===== src/rtl/mmio_bus_ctrl.sv =====
// Memory / memory-mapped IO steering with a request/response handshake and multi-cycle memory loads.
// Optional rising-edge input interrupts are built when IO_EDGE_IRQ_EN is defined.
module mmio_bus_ctrl #(
  parameter int                DATA_W  = 32,
  parameter int                ADDR_W  = 32,
  parameter logic [ADDR_W-1:0] IO_BASE = ADDR_W'(32'hFFFF_FC00),
  parameter int                CH_W    = 16,
  parameter int                NUM_OUT = 2,
  parameter int                NUM_IN  = 2,
  parameter int                MEM_LAT = 1,
  parameter logic [CH_W-1:0]   OUT_RST = '0
) (
  input  logic                    clock,
  input  logic                    rst,
  input  logic                    req_valid,
  input  logic                    req_write,
  input  logic [ADDR_W-1:0]       req_addr,
  input  logic [DATA_W-1:0]       req_wdata,
  output logic                    req_ready,
  output logic                    rsp_valid,
  output logic [DATA_W-1:0]       rsp_rdata,
  output logic                    addr_err,
  output logic                    mem_en,
  output logic                    mem_we,
  output logic [ADDR_W-1:0]       mem_addr,
  output logic [DATA_W-1:0]       mem_wdata,
  input  logic [DATA_W-1:0]       mem_rdata,
  input  logic [NUM_IN*CH_W-1:0]  io_in,
  output logic [NUM_OUT*CH_W-1:0] io_out
`ifdef IO_EDGE_IRQ_EN
  ,
  output logic                    irq
`endif
);

  localparam int CNT_W = (MEM_LAT > 1) ? $clog2(MEM_LAT) : 1;

  typedef enum logic [1:0] {IDLE, MEM_RD, RESP} state_t;

  state_t                  state, state_nx;
  logic                    accept, is_io, io_err, rd_ok, wr_ok;
  logic [ADDR_W-1:0]       w;
  logic [DATA_W-1:0]       io_rdata;
  logic [CNT_W-1:0]        cnt;
  logic                    err_q;
  logic [ADDR_W-1:0]       addr_q;
  logic [DATA_W-1:0]       wdata_q;
  logic [NUM_IN*CH_W-1:0]  sync1, sync2;
`ifdef IO_EDGE_IRQ_EN
  logic [NUM_IN*CH_W-1:0]  sync3, pending, clr_mask;
`endif

  assign req_ready = (state == IDLE);
  assign accept    = req_valid & req_ready;
  assign is_io     = (req_addr >= IO_BASE);
  assign w         = (req_addr - IO_BASE) >> 2;

  always_comb begin
    io_rdata = '0;
    rd_ok    = 1'b0;
    wr_ok    = 1'b0;
    for (int unsigned k = 0; k < NUM_OUT; k++) begin
      if (w == ADDR_W'(k)) begin
        io_rdata = DATA_W'(io_out[k*CH_W +: CH_W]);
        rd_ok    = 1'b1;
        wr_ok    = 1'b1;
      end
    end
    for (int unsigned k = 0; k < NUM_IN; k++) begin
      if (w == ADDR_W'(NUM_OUT + k)) begin
        io_rdata = DATA_W'(sync2[k*CH_W +: CH_W]);
        rd_ok    = 1'b1;
      end
    end
`ifdef IO_EDGE_IRQ_EN
    clr_mask = '0;
    for (int unsigned k = 0; k < NUM_IN; k++) begin
      if (w == ADDR_W'(NUM_OUT + NUM_IN + k)) begin
        io_rdata = DATA_W'(pending[k*CH_W +: CH_W]);
        rd_ok    = 1'b1;
        wr_ok    = 1'b1;
        if (accept && is_io && req_write)
          clr_mask[k*CH_W +: CH_W] = req_wdata[CH_W-1:0];
      end
    end
`endif
  end

  assign io_err = is_io & (req_write ? ~wr_ok : ~rd_ok);

  // Memory strobes are combinational from the request; the registered copy keeps the bus stable afterwards.
  assign mem_en    = accept & ~is_io;
  assign mem_we    = mem_en & req_write;
  assign mem_addr  = mem_en ? req_addr  : addr_q;
  assign mem_wdata = mem_en ? req_wdata : wdata_q;

  assign rsp_valid = (state == RESP);
  assign addr_err  = (state == RESP) & err_q;

  always_ff @(posedge clock) begin
    if (!rst) state <= IDLE;
    else      state <= state_nx;
  end

  always_comb begin
    state_nx = state;
    case (state)
      IDLE:    if (accept) state_nx = (is_io || req_write) ? RESP : MEM_RD;
      MEM_RD:  if (cnt == '0) state_nx = RESP;
      RESP:    state_nx = IDLE;
      default: state_nx = IDLE;
    endcase
  end

  always_ff @(posedge clock) begin
    if (!rst) begin
      rsp_rdata <= '0;
      err_q     <= 1'b0;
      cnt       <= '0;
      addr_q    <= '0;
      wdata_q   <= '0;
      io_out    <= {NUM_OUT{OUT_RST}};
      sync1     <= '0;
      sync2     <= '0;
`ifdef IO_EDGE_IRQ_EN
      sync3     <= '0;
      pending   <= '0;
      irq       <= 1'b0;
`endif
    end else begin
      sync1 <= io_in;
      sync2 <= sync1;
`ifdef IO_EDGE_IRQ_EN
      sync3   <= sync2;
      // New edges are OR-ed in after the clear so a same-cycle set wins.
      pending <= (pending & ~clr_mask) | (sync2 & ~sync3);
      irq     <= |pending;
`endif
      if (accept) begin
        err_q <= io_err;
        if (is_io && !req_write) rsp_rdata <= io_rdata;
        if (!is_io) begin
          addr_q  <= req_addr;
          wdata_q <= req_wdata;
          if (!req_write) cnt <= CNT_W'(MEM_LAT - 1);
        end
        if (is_io && req_write) begin
          for (int unsigned k = 0; k < NUM_OUT; k++) begin
            if (w == ADDR_W'(k)) io_out[k*CH_W +: CH_W] <= req_wdata[CH_W-1:0];
          end
        end
      end
      if (state == MEM_RD) begin
        if (cnt == '0) rsp_rdata <= mem_rdata;
        else           cnt       <= cnt - 1'b1;
      end
    end
  end

endmodule


===== config.mk =====
export PLATFORM = sky130hd
export DESIGN_NAME = mmio_bus_ctrl
export DESIGN_NICKNAME = d
export VERILOG_FILES = /design/src/rtl/mmio_bus_ctrl.sv
export SDC_FILE = /design/constraint.sdc
export NUM_CORES = 1
export LEC_CHECK = 0
export ABC_AREA = 1
export CORE_MARGIN = 2
export CORE_UTILIZATION = 42
export DETAILED_ROUTE_END_ITERATION = 12
export GPL_ROUTABILITY_DRIVEN = 0
export PLACE_DENSITY = 0.79
export SYNTH_ARGS = -nofsm -noshare
export SYNTH_HDL_FRONTEND = slang
export SYNTH_SLANG_ARGS = --single-unit

===== constraint.sdc =====
create_clock -name clock -period 2.15 [get_ports clock]
set_clock_uncertainty 0.05 [all_clocks]
set_input_delay 0.3225 -clock clock [delete_from_list [all_inputs] [get_ports clock]]
set_output_delay 0.3225 -clock clock [all_outputs]
set_load 0.02 [all_outputs]

==> Flow_metrics.wiki, run 1 <==
{| class="wikitable"
! Metric !! Value
|-
| Clock insertion delay at the later pin of the skew report || 0.44 ns
|-
| Static Leakage || 7.082 nW
|-
| Crit-path most repeated cell || buf_12
|-
| Wire length of the first global-routing pass || 45.25 mm
|-
| Number of nets in the layout || 1769
|-
| Worst reg2reg path startpoint || state[1]
|-
| Violations in the final reports || setup timing
|-
| Share of the synthesized area in the top cell type || 46.02%
|-
| Post-Route WL || 31.94 mm
|-
| Total of flip-flops plus latches after synthesis || 196
|-
| Kind of critical path || in -> out
|-
| CTS sink count || 196
|-
| Detailed router's first-iteration violation count || 618
|-
| Via-to-Cell Ratio || 5.004
|-
| Synth cell types || 31
|-
| Length of the first detailed-routing pass in iterations || 6
|-
| Mean Syn Cell Area || 7.207 µm²
|-
| Hold-fix buffers at CTS || 0
|-
| Power density over cell area || 655.1 nW/µm²
|-
| Type of destination of the critical path || output port
|-
| VDD IR max || 0.0005362 V
|-
| Number of warnings issued by yosys || 0
|-
| Total number of vias || 9613
|-
| Final hold violations || 0
|-
| Buffers & Inverters on Critical Path || 6
|-
| Status || complete, but fails checks
|-
| Worst setup slack after layout || -0.2410 ns
|-
| Final setup violation count || 114
|-
| Die Width || 146.5 µm
|-
| Hold Crit Class || in -> reg
|-
| CTS clk-pin slew, worst paths || 0.08 ns
|-
| Post-Synthesis Cells || 1183
|-
| Number of input and output port buffers inserted || 264
|-
| CP max FO || 7
|-
| Headroom to the max-slew limit || 60.57%
|-
| Required @ worst endpoint || 1.78 ns
|-
| Number of cells traversed by the worst register-to-register path || 15
|-
| Register Area || 3926 µm²
|-
| Tot GR Track Use || 26.16%
|-
| Number of nets still failing antenna checks after routing || 0
|-
| Largest incremental delay on the critical path || 0.22 ns
|-
| Clock Root Buffer || clkbuf_16
|-
| Pin count of the biggest net entering global routing || 131
|-
| Transition time at the pin with the least slew margin || 0.5905 ns
|-
| Buffers from clock root to sink, at most || 2
|-
| Unrepaired setup endpoints after global routing || yes
|-
| Area taken by multi-input logic gates || 4373 µm²
|-
| CP Capture Point || mem_addr[8]
|-
| I/O pins || 265
|-
| Total of fill cells in the finished design || 1312
|-
| Category of cells accounting for the largest share of critical-path delay || simple AND/OR/NAND/NOR gates
|-
| Routed len/inst || 16.63 µm
|-
| Synthesized net count || 1315
|-
| Largest cells by area after synthesis || dfxtp_1 46%, inv_1 9.4%, nand2_1 8.2%
|-
| TritonCTS clock tree || done
|-
| Core region area || 20100 µm²
|-
| Starting utilization of the core area || 42.41%
|-
| Part of the Yosys area used for sequential elements || 46.02%
|-
| Type of element launching the critical path || input port
|-
| Highest achievable clock rate || 418.2 MHz
|-
| Via count of the first global-routing pass || 9146
|-
| Initial antenna violation count || 2
|-
| Worst path depth || 13
|-
| Post-Place Worst Slack || -1.040 ns
|-
| Dpl hpwl || 18.82 mm
|-
| Area overhead of the layout relative to synthesis || 76.50%
|-
| Most frequent standard cell in the layout excluding fill and tap cells || dfxtp_1
|-
| Arrival time of the worst setup path || 2.02 ns
|-
| Combined area of all synthesized cells || 8526 µm²
|-
| Total DRC errors in the routed layout || 0
|-
| Crit path max-delay cell type || or2_0
|-
| Die area || 21450 µm²
|-
| Cell breakdown of the critical path || buf_6 -> nand2_4 -> nor2_4 -> nand3_4 -> nor3_4 -> nor2_4 -> buf_12 -> buf_12 -> buf_12 -> or2_0 -> o21ai_1 -> inv_1 -> buf_6
|-
| Cell type contributing the most total cell area after synthesis || dfxtp_1
|-
| Placement row count || 52
|-
| Register-to-register path setup slack || 0.06 ns
|-
| Top library cells by usage in the layout, fill and taps aside || 194 x dfxtp_1, 193 x buf_4, 189 x inv_1
|-
| Max-slew violations || 0
|-
| Total number of H-tree levels || 4
|-
| Congestion Overflow GR || 0
|-
| Count of max-cap constraint violations || 0
|-
| Sum of negative setup slack || -13.78 ns
|-
| Reg2Reg Capture Point || wdata_q[8]
|-
| Fraction of final layout cells with drive strength greater than 1 || 36.55%
|-
| Fin crit share || 111.2%
|-
| Crit. Startpoint || req_addr[13]
|-
| Number of clock buffers inserted by TritonCTS || 17
|-
| Die Y || 146.5 µm
|-
| Final worst path period need || 2.391 ns
|}
==> flip-flops by register name, summed over array words and instances (netlist names) <==
name,flops
wdata_q,32
rsp_rdata,32
state,2
cnt,1
sync2,32
sync1,32
err_q,1
addr_q,32
io_out,32
==> worst min-delay path: stages <==
cell and delay (ns):
buf_6 0.08, buf_4 0.12, o21ai_4 0.06, nor2_1 0.08
==> worst min path at each step <==
stage	startpoint	end	slack [ns]	cells after the start
2_1_floorplan	sync1[0]	sync2[0]	0.34	2
3_3_place_gp	sync1[31]	sync2[31]	0.34	2
3_5_place_dp	sync1[20]	sync2[20]	0.35	2
4_1_cts	req_addr[14]	addr_q[14]	0.19	4
5_1_grt	req_addr[30]	addr_q[30]	0.22	4
6_report	req_addr[30]	addr_q[30]	0.21	4
==> routing by layer <==
layer | routed length [µm] | track usage (%) | vias to the layer above
li1 | - | - | 4587
met2 | 15950 | 46.04 | 416
met1 | 12500 | 31.66 | 4471
met5 | 0 | 0 | -
met4 | 1844 | 12.28 | 0
met3 | 1651 | 3.594 | 139
==> cell usage after synthesis <==
| library cell | count |
|---|---|
| nand3_4 | 1 |
| nor3_2 | 1 |
| and2_1 | 1 |
| clkbuf_1 | 50 |
| nand4_1 | 36 |
| nand2_2 | 3 |
| buf_6 | 6 |
| nand2_4 | 1 |
| a211oi_1 | 1 |
| nor2_4 | 6 |
| o2111ai_1 | 2 |
| inv_1 | 214 |
| o21bai_1 | 1 |
| nor2_1 | 126 |
| buf_2 | 8 |
| or2_0 | 19 |
| a21oi_1 | 74 |
| nand2_1 | 186 |
| nor3_1 | 6 |
| inv_2 | 1 |
| o31ai_1 | 2 |
| a21oi_2 | 8 |
| nand3_2 | 14 |
| and3_1 | 1 |
| dfxtp_1 | 196 |
| o21ai_1 | 22 |
| o21ai_0 | 112 |
| nor2_2 | 17 |
| nand3_1 | 23 |
| nand4_4 | 1 |
| or2_2 | 44 |
==> cells by family (layout without fill, tap and decap cells) <==
group           Yosys count  in the layout  share of synthesized area, %
simple gates            486            486                         27.46
flops                   196            196                         46.02
buf+inv                 279            746                         12.93
other cells               0              1                             0
compound gates          222            222                         13.59
==> what timing repair did <==
action | 4_1_cts | 5_1_grt
endpoints found under the setup margin | 131 | 119
setup buffers | 72 | 25
pin swaps | 36 | 44
resized for setup | 674 | 173
gates cloned | 6 | 4
==> through the flow <==
stage	instance area (µm²)	total power, mW	hold slack, ns	util [%]	instances
after floorplan	8526	4.723	0.3405	-	1183
after global placement	12470	5.724	0.3417	62.04	1792
after detailed placement	12470	5.758	0.3463	62.04	1792
after CTS	14290	9.566	0.1856	71.08	1900
after global routing	15050	10.21	0.2165	74.85	1921
final	15050	9.858	0.2108	74.85	1921
==> area by class of cell <==
class,count,share of cell area [%]
repair buffers,499,32.89
multi-input cells,708,29.06
flip-flops and latches,196,26.09
inverters,215,5.463
clock buffers,17,2.827
well taps,270,2.245
clock inverters,15,1.405
diodes,1,0.01663
==> where the power goes <==
group	switching, mW	internal (mW)
Clock	1.60	1.80
Combinational	1.20	1.37
Sequential	0.0671	3.82
Note: power is estimated with default switching activity, not from simulation.
==> run 2: changes to the inputs <==
--- a/config.mk
+++ b/config.mk
@@ -7,10 +7,10 @@
 export LEC_CHECK = 0
 export ABC_AREA = 1
 export CORE_MARGIN = 2
-export CORE_UTILIZATION = 42
+export CORE_UTILIZATION = 45
 export DETAILED_ROUTE_END_ITERATION = 12
 export GPL_ROUTABILITY_DRIVEN = 0
-export PLACE_DENSITY = 0.79
+export PLACE_DENSITY = 0.81
 export SYNTH_ARGS = -nofsm -noshare
 export SYNTH_HDL_FRONTEND = slang
 export SYNTH_SLANG_ARGS = --single-unit
==> constraint.sdc (replaced) <==
create_clock -name clock -period 2.8 [get_ports clock]
set_clock_uncertainty 0.05 [all_clocks]
set_input_delay 0.42 -clock clock [delete_from_list [all_inputs] [get_ports clock]]
set_output_delay 0.42 -clock clock [all_outputs]
set_load 0.02 [all_outputs]
==> run 2 against run 1 <==
  * The flow now finishes without violations
  * Non-clock buffer count fell by 103
  * Wire length fell by 20%
  * Critical endpoint is now mem_addr[13]
  * Register-to-register slack improved by 0.50 ns
  * Sequential share of layout area rose by 4.4 points
  * Hold slack improved by 0.13 ns
  * Sequential power fell by 24%
  * Combinational power fell by 47%
  * Final area fell by 15%
  * Critical path depth did not move
==> Flow_metrics.wiki, run 2 (synthesized netlist as in run 1, its figures left out) <==
{| class="wikitable"
! Metric !! Value
|-
| Status || finished, final reports clean
|-
| Core region area || 18640 µm² (-7.3%)
|-
| Number of clock buffers inserted by TritonCTS || 17 (unchanged)
|-
| Highest achievable clock rate || 370.4 MHz
|-
| Sum of negative setup slack || 0 ns (+13.78 ns)
|-
| Final setup violation count || 0 (-100%)
|-
| Number of nets in the layout || 1666 (-5.8%)
|-
| Via count of the first global-routing pass || 8318 (-9.1%)
|-
| Headroom to the max-slew limit || 20.62% (-40 points)
|-
| Flop pwr share || 44.2% (+4.8 points)
|-
| Via-to-Cell Ratio || 4.899 (-2.1%)
|-
| Logic gate share of total power || 20.2% (-5.9 points)
|-
| Most frequent standard cell in the layout excluding fill and tap cells || inv_1
|-
| Routed len/inst || 14.39 µm (-13%)
|-
| Fin crit share || 96.41%
|-
| Starting utilization of the core area || 45.73% (+3.3 points)
|-
| Hold_sp || req_addr[13]
|-
| TritonCTS clock tree || done
|-
| Detailed router's first-iteration violation count || 483 (-22%)
|-
| Final hold violations || 0 (unchanged)
|-
| Number of nets still failing antenna checks after routing || 0 (unchanged)
|-
| Switching power of the nets || 1.863 mW (-35%)
|-
| Transition time at the pin with the least slew margin || 1.189 ns (+0.5989 ns)
|-
| Register-to-register path setup slack || 0.56 ns (+0.50 ns)
|-
| Dpl hpwl || 18.44 mm (-2.0%)
|-
| Antenna cell count || 0 (-1)
|-
| VDD IR max || 0.0004319 V (-19%)
|-
| Depth of the worst hold-timing path || 4 (unchanged)
|-
| Pin count of the biggest net entering global routing || 71 (-46%)
|-
| Relative contribution of the clock network to total power || 35.6% (+1.1 points)
|-
| Die Width || 141.6 µm (-3.3%)
|-
| Worst reg2reg path startpoint || state[0]
|-
| Number of cells traversed by the worst register-to-register path || 8 (-7)
|-
| Post-Route WL || 25.63 mm (-20%)
|-
| Category of cells accounting for the largest share of critical-path delay || simple AND/OR/NAND/NOR gates
|-
| Count of max-cap constraint violations || 0 (unchanged)
|-
| CTS clk-pin slew, worst paths || 0.08 ns (about the same)
|-
| Crit path max-delay cell type || or2_2
|-
| Buffers & Inverters on Critical Path || 6 (unchanged)
|-
| Worst min-delay path endpoint || addr_q[13]
|-
| Initial antenna violation count || 0 (-2)
|-
| Congestion Overflow GR || 0 (unchanged)
|-
| Area overhead of the layout relative to synthesis || 50.91%
|-
| Max-slew violations || 0 (unchanged)
|-
| Number of input and output port buffers inserted || 264 (unchanged)
|-
| Die Y || 141.6 µm (-3.3%)
|-
| Final standard cell utilization of the core || 69.01% (-5.8 points)
|-
| Arrival time of the worst setup path || 2.23 ns (+0.21 ns)
|-
| Placement row count || 50 (-3.8%)
|-
| Internal power || 4.866 mW (-30%)
|-
| Wire length of the first global-routing pass || 40.61 mm (-10%)
|-
| Switching share of total power || 27.69% (-1.4 points)
|-
| Buffers from clock root to sink, at most || 2 (unchanged)
|-
| Type of destination of the critical path || output port
|-
| Power density over cell area || 523.0 nW/µm² (-20%)
|-
| Clock Root Buffer || clkbuf_16
|-
| Fraction of final layout cells with drive strength greater than 1 || 25.47% (-11 points)
|-
| Length of the first detailed-routing pass in iterations || 4 (-2)
|-
| Largest incremental delay on the critical path || 0.28 ns (+0.06 ns)
|-
| Final worst path period need || 2.699 ns
|-
| Total DRC errors in the routed layout || 0 (unchanged)
|-
| Total of fill cells in the finished design || 1503 (+15%)
|-
| Required @ worst endpoint || 2.33 ns (+0.55 ns)
|-
| CTS sink count || 196 (unchanged)
|-
| CP max FO || 6 (-1)
|-
| Hold Crit Class || in -> reg
|-
| Reg2Reg Capture Point || rsp_rdata[26]
|-
| Total number of vias || 8726 (-9.2%)
|-
| Kind of critical path || in -> out
|-
| Type of element launching the critical path || input port
|-
| Cell breakdown of the critical path || dlygate4sd2_1 -> nand2_2 -> nor3_4 -> nand2_2 -> nor3_4 -> nor2_4 -> buf_4 -> buf_12 -> buf_16 -> or2_2 -> o21ai_2 -> inv_1 -> buf_2
|-
| I/O pins || 265 (unchanged)
|-
| Tot GR Track Use || 25.30% (-0.87 points)
|-
| Top library cells by usage in the layout, fill and taps aside || 207 x inv_1, 196 x dfxtp_1, 175 x nand2_1, 175 x clkdlybuf4s50_1, 123 x buf_4
|-
| Static Leakage || 6.185 nW (-13%)
|-
| Clock insertion delay at the later pin of the skew report || 0.43 ns (about the same)
|-
| Total number of H-tree levels || 4 (unchanged)
|-
| Die area || 20060 µm² (-6.5%)
|}
run 2: cell count changes in the layout (fill, tap and decap cells not counted), moves of 21 or more:
cell and delta:
or2_4 -41, buf_2 +49, or2_2 +38, buf_4 -70
buf_6 -92, o21ai_4 -30, o21ai_0 +21
run 2: through the flow:
stage	power (mW)	instance area (µm²)	std cells	hold WS (ns)	setup slack (ns)
after floorplan	3.627	8526	1183	0.3405	0.3728
after global placement	4.359	12150	1727	0.3440	-0.5065
after detailed placement	4.383	12150	1727	0.3490	-0.5563
after CTS	6.725	12730	1778	0.3621	0.0006877
after global routing	7.005	12870	1781	0.3360	-0.01302
final	6.729	12870	1781	0.3389	0.1005
run 2: what timing repair did:
item                                    CTS  global route
gates resized for setup                 346            66
hold buffers                              0             0
pin swaps                                10            12
endpoints found under the setup margin   66           113
cloned                                    3             0
setup buffers                            16             3
run 2: how the worst max path moves through the flow:
stage	start	endpoint	slack (ns)	cells past startpoint
2_1_floorplan	req_addr[10]	mem_addr[0]	0.37	10
3_3_place_gp	req_addr[20]	mem_addr[13]	-0.51	11
3_5_place_dp	req_addr[20]	mem_addr[13]	-0.56	11
4_1_cts	req_addr[23]	mem_wdata[2]	0.0007	12
5_1_grt	req_addr[29]	mem_wdata[29]	-0.01	13
6_report	req_addr[29]	mem_addr[13]	0.10	13
run 2: layout make-up:
cell class	instances	area [µm²]	area share, %
Clock inverter	14	137.6	1.070
Inverter	215	809.5	6.292
Tap cell	234	292.8	2.276
Multi-Input combinational cell	708	3720	28.91
Timing Repair Buffer	396	3543	27.54
Clock buffer	18	439.2	3.413
Sequential cell	196	3924	30.50
run 2: tightest hold or removal path: stages:
cell	delay [ns]
clkbuf_2	0.11
buf_4	0.12
o21ai_2	0.07
nor2_1	0.08
run 2: layer usage:
metal | GRT usage (%) | vias up | wire [µm]
li1 | - | 4373 | -
met1 | 31.57 | 4002 | 10650
met2 | 42.74 | 293 | 12440
met3 | 4.894 | 58 | 1616
met4 | 10.95 | 0 | 923
met5 | 0 | - | 0
run 2: power groups by stage:
stage          logic, mW  clock network [mW]  registers [mW]
2_1_floorplan      0.571                   0            3.06
3_3_place_gp        1.33                   0            3.03
3_5_place_dp        1.34                   0            3.04
4_1_cts             1.31                2.44            2.97
5_1_grt             1.47                2.55            2.99
6_report            1.36                2.40            2.97
==> run 3: changes to the inputs <==
--- a/config.mk
+++ b/config.mk
@@ -9,8 +9,8 @@
 export CORE_MARGIN = 2
 export CORE_UTILIZATION = 45
 export DETAILED_ROUTE_END_ITERATION = 12
-export GPL_ROUTABILITY_DRIVEN = 0
 export PLACE_DENSITY = 0.81
+export REMOVE_ABC_BUFFERS = 1
 export SYNTH_ARGS = -nofsm -noshare
 export SYNTH_HDL_FRONTEND = slang
 export SYNTH_SLANG_ARGS = --single-unit
==> run 3 against run 2 <==
  * Largest cell class unchanged
  * Largest power group unchanged
  * Final area up 0.79%
  * Critical path type unchanged
  * Setup slack lost 0.072 ns
  * Clock-buffer cell count stayed put
  * Die area stayed put
==> Flow_metrics.wiki, run 3 (synthesized netlist as in run 1, its figures left out) <==
{| class="wikitable"
! Metric !! Value
|-
| Status || finished, final reports clean
|-
| Arrival time of the worst setup path || 2.30 ns (+0.07 ns)
|-
| Reg2Reg Capture Point || rsp_rdata[14]
|-
| VDD IR max || 0.0004012 V (-7.1%)
|-
| Post-Route WL || 26.91 mm (+5.0%)
|-
| Most frequent standard cell in the layout excluding fill and tap cells || inv_1
|-
| Worst reg2reg path startpoint || state[0]
|-
| Die Width || 141.6 µm (unchanged)
|-
| Worst setup slack after layout || 0.02843 ns (-0.07210 ns)
|-
| Starting utilization of the core area || 45.73% (unchanged)
|-
| Post-Place Worst Slack || -0.6012 ns (-0.04487 ns)
|-
| Transition time at the pin with the least slew margin || 0.4406 ns (-0.7488 ns)
|-
| Headroom to the max-slew limit || 70.63% (+50 points)
|-
| CTS sink count || 196 (unchanged)
|-
| Final hold violations || 0 (unchanged)
|-
| Number of clock buffers inserted by TritonCTS || 17 (unchanged)
|-
| Static Leakage || 6.180 nW (about the same)
|-
| CTS clk-pin slew, worst paths || 0.08 ns (about the same)
|-
| Switching power of the nets || 1.846 mW (-0.94%)
|-
| Placement row count || 50 (unchanged)
|-
| Tot GR Track Use || 26.81% (+1.5 points)
|-
| Core region area || 18640 µm² (unchanged)
|-
| Fraction of final layout cells with drive strength greater than 1 || 23.69% (-1.8 points)
|-
| Dpl hpwl || 18.59 mm (+0.82%)
|-
| Area taken by multi-input logic gates || 3662 µm² (-1.5%)
|-
| Number of nets still failing antenna checks after routing || 0 (unchanged)
|-
| Total number of vias || 8635 (-1.0%)
|-
| Area overhead of the layout relative to synthesis || 52.10%
|-
| Routability cong. || 0.9256
|-
| Via-to-Cell Ratio || 4.854 (-0.93%)
|-
| Pin count of the biggest net entering global routing || 99 (+39%)
|-
| Logic gate share of total power || 19.5% (-0.7 points)
|-
| Fin crit share || 98.98% (+2.6 points)
|-
| Hold Crit Class || in -> reg
|-
| Final setup violation count || 0 (unchanged)
|-
| Total of fill cells in the finished design || 1479 (-1.6%)
|-
| Hold-fix buffers at CTS || 0 (unchanged)
|-
| Crit. Startpoint || req_addr[28]
|-
| Congestion Overflow GR || 0 (unchanged)
|-
| Final worst path period need || 2.772 ns (+0.07210 ns)
|-
| Clock Root Buffer || clkbuf_16
|-
| Kind of critical path || in -> out
|-
| Type of element launching the critical path || input port
|-
| Number of input and output port buffers inserted || 264 (unchanged)
|-
| Number of nets in the layout || 1665 (-0.060%)
|-
| Register-to-register path setup slack || 0.85 ns (+0.29 ns)
|-
| Power density over cell area || 535.3 nW/µm² (+2.3%)
|-
| TritonCTS clock tree || done
|-
| Relative contribution of the clock network to total power || 37.7% (+2.1 points)
|-
| Buffers from clock root to sink, at most || 2 (unchanged)
|-
| Die Y || 141.6 µm (unchanged)
|-
| Internal power || 5.095 mW (+4.7%)
|-
| Via count of the first global-routing pass || 8348 (+0.36%)
|-
| Flop pwr share || 42.9% (-1.3 points)
|-
| Antenna cell count || 0 (unchanged)
|-
| Total number of H-tree levels || 4 (unchanged)
|-
| Switching share of total power || 26.59% (-1.1 points)
|-
| CP Capture Point || mem_wdata[17]
|-
| Total DRC errors in the routed layout || 0 (unchanged)
|-
| Initial antenna violation count || 0 (unchanged)
|-
| I/O pins || 265 (unchanged)
|-
| Type of destination of the critical path || output port
|-
| Routed len/inst || 15.13 µm (+5.1%)
|-
| Sum of negative setup slack || 0 ns (unchanged)
|-
| Highest achievable clock rate || 360.8 MHz (-2.6%)
|-
| Clock insertion delay at the later pin of the skew report || 0.43 ns (about the same)
|-
| Register Area || 3924 µm² (unchanged)
|-
| Top library cells by usage in the layout, fill and taps aside || 208 x inv_1, 196 x dfxtp_1, 178 x nand2_1
|-
| CP max FO || 8 (+2)
|-
| Max-slew violations || 0 (unchanged)
|-
| Length of the first detailed-routing pass in iterations || 5 (+1)
|-
| Die area || 20060 µm² (unchanged)
|-
| Required @ worst endpoint || 2.33 ns (about the same)
|-
| Count of max-cap constraint violations || 0 (unchanged)
|-
| Wire length of the first global-routing pass || 42.38 mm (+4.3%)
|-
| Detailed router's first-iteration violation count || 462 (-4.3%)
|-
| Number of cells traversed by the worst register-to-register path || 9 (+1)
|}
-- run 3: cell types whose count changed in the layout (fill, tap and decap cells not counted), sizes merged --
cell,previous run,this run
buf,196,166
bufbuf,1,0
bufinv,1,4
clkdlybuf4s15,5,24
clkdlybuf4s50,175,176
clkinvlp,3,0
dlygate4sd2,9,21
dlymetal6s2s,2,0
inv,223,222
-- run 3: worst min-delay path by stage --
stage | cells past startpoint | to | slack, ns | from
floorplan | 2 | sync2[0] | 0.34 | sync1[0]
global placement | 2 | sync2[21] | 0.34 | sync1[21]
detailed placement | 2 | sync2[31] | 0.35 | sync1[31]
CTS | 3 | sync2[18] | 0.32 | rst
global route | 3 | sync1[14] | 0.35 | rst
finish | 3 | sync2[18] | 0.32 | rst
-- run 3: through the flow --
stage	hold WS (ns)	cells	total power, mW	instance area, µm²	util [%]
floorplan	0.3400	1119	3.591	8230	-
global placement	0.3438	1731	4.366	12190	65.40
detailed placement	0.3459	1731	4.391	12190	65.40
CTS	0.3242	1776	6.950	12850	68.95
global route	0.3466	1779	7.235	12970	69.56
finish	0.3214	1779	6.941	12970	69.56
-- run 3: area by class of cell --
cell class                      instances  area share [%]
Tap cell                              234           2.258
Clock inverter                         13           1.476
Clock buffer                           18           3.310
Multi-Input combinational cell        708           28.24
Sequential cell                       196           30.26
Timing Repair Buffer                  395           28.21
Inverter                              215           6.243
-- run 3: critical path, cell delays in order --
cell and delay, ns:
dlygate4sd2_1 0.25, inv_2 0.07, nor3_4 0.17, nand2_2 0.09, nor3_4 0.28, nor2_4 0.13
buf_12 0.16, buf_16 0.14, or2_2 0.27, o21ai_1 0.10, inv_1 0.05, buf_2 0.15
-- run 3: power groups by stage --
| stage | clock (mW) | sequential, mW | combinational (mW) |
|---|---|---|---|
| floorplan | 0 | 3.06 | 0.535 |
| global placement | 0 | 3.03 | 1.33 |
| detailed placement | 0 | 3.04 | 1.35 |
| CTS | 2.66 | 2.97 | 1.32 |
| global route | 2.79 | 2.99 | 1.46 |
| finish | 2.62 | 2.97 | 1.35 |
-- run 3: metal layers --
layer	track usage, %	up-vias	part of all wire, %
met5	0	-	0
met4	12.26	0	3.7
met3	4.624	65	4.3
met2	46.55	262	50
met1	32.52	3940	42
li1	-	4368	-
-- run 3: what timing repair did --
item	CTS	global route
gates cloned	2	1
gates resized for setup	275	69
setup endpoints to repair	66	86
setup buffers	12	2
pin swaps	12	8
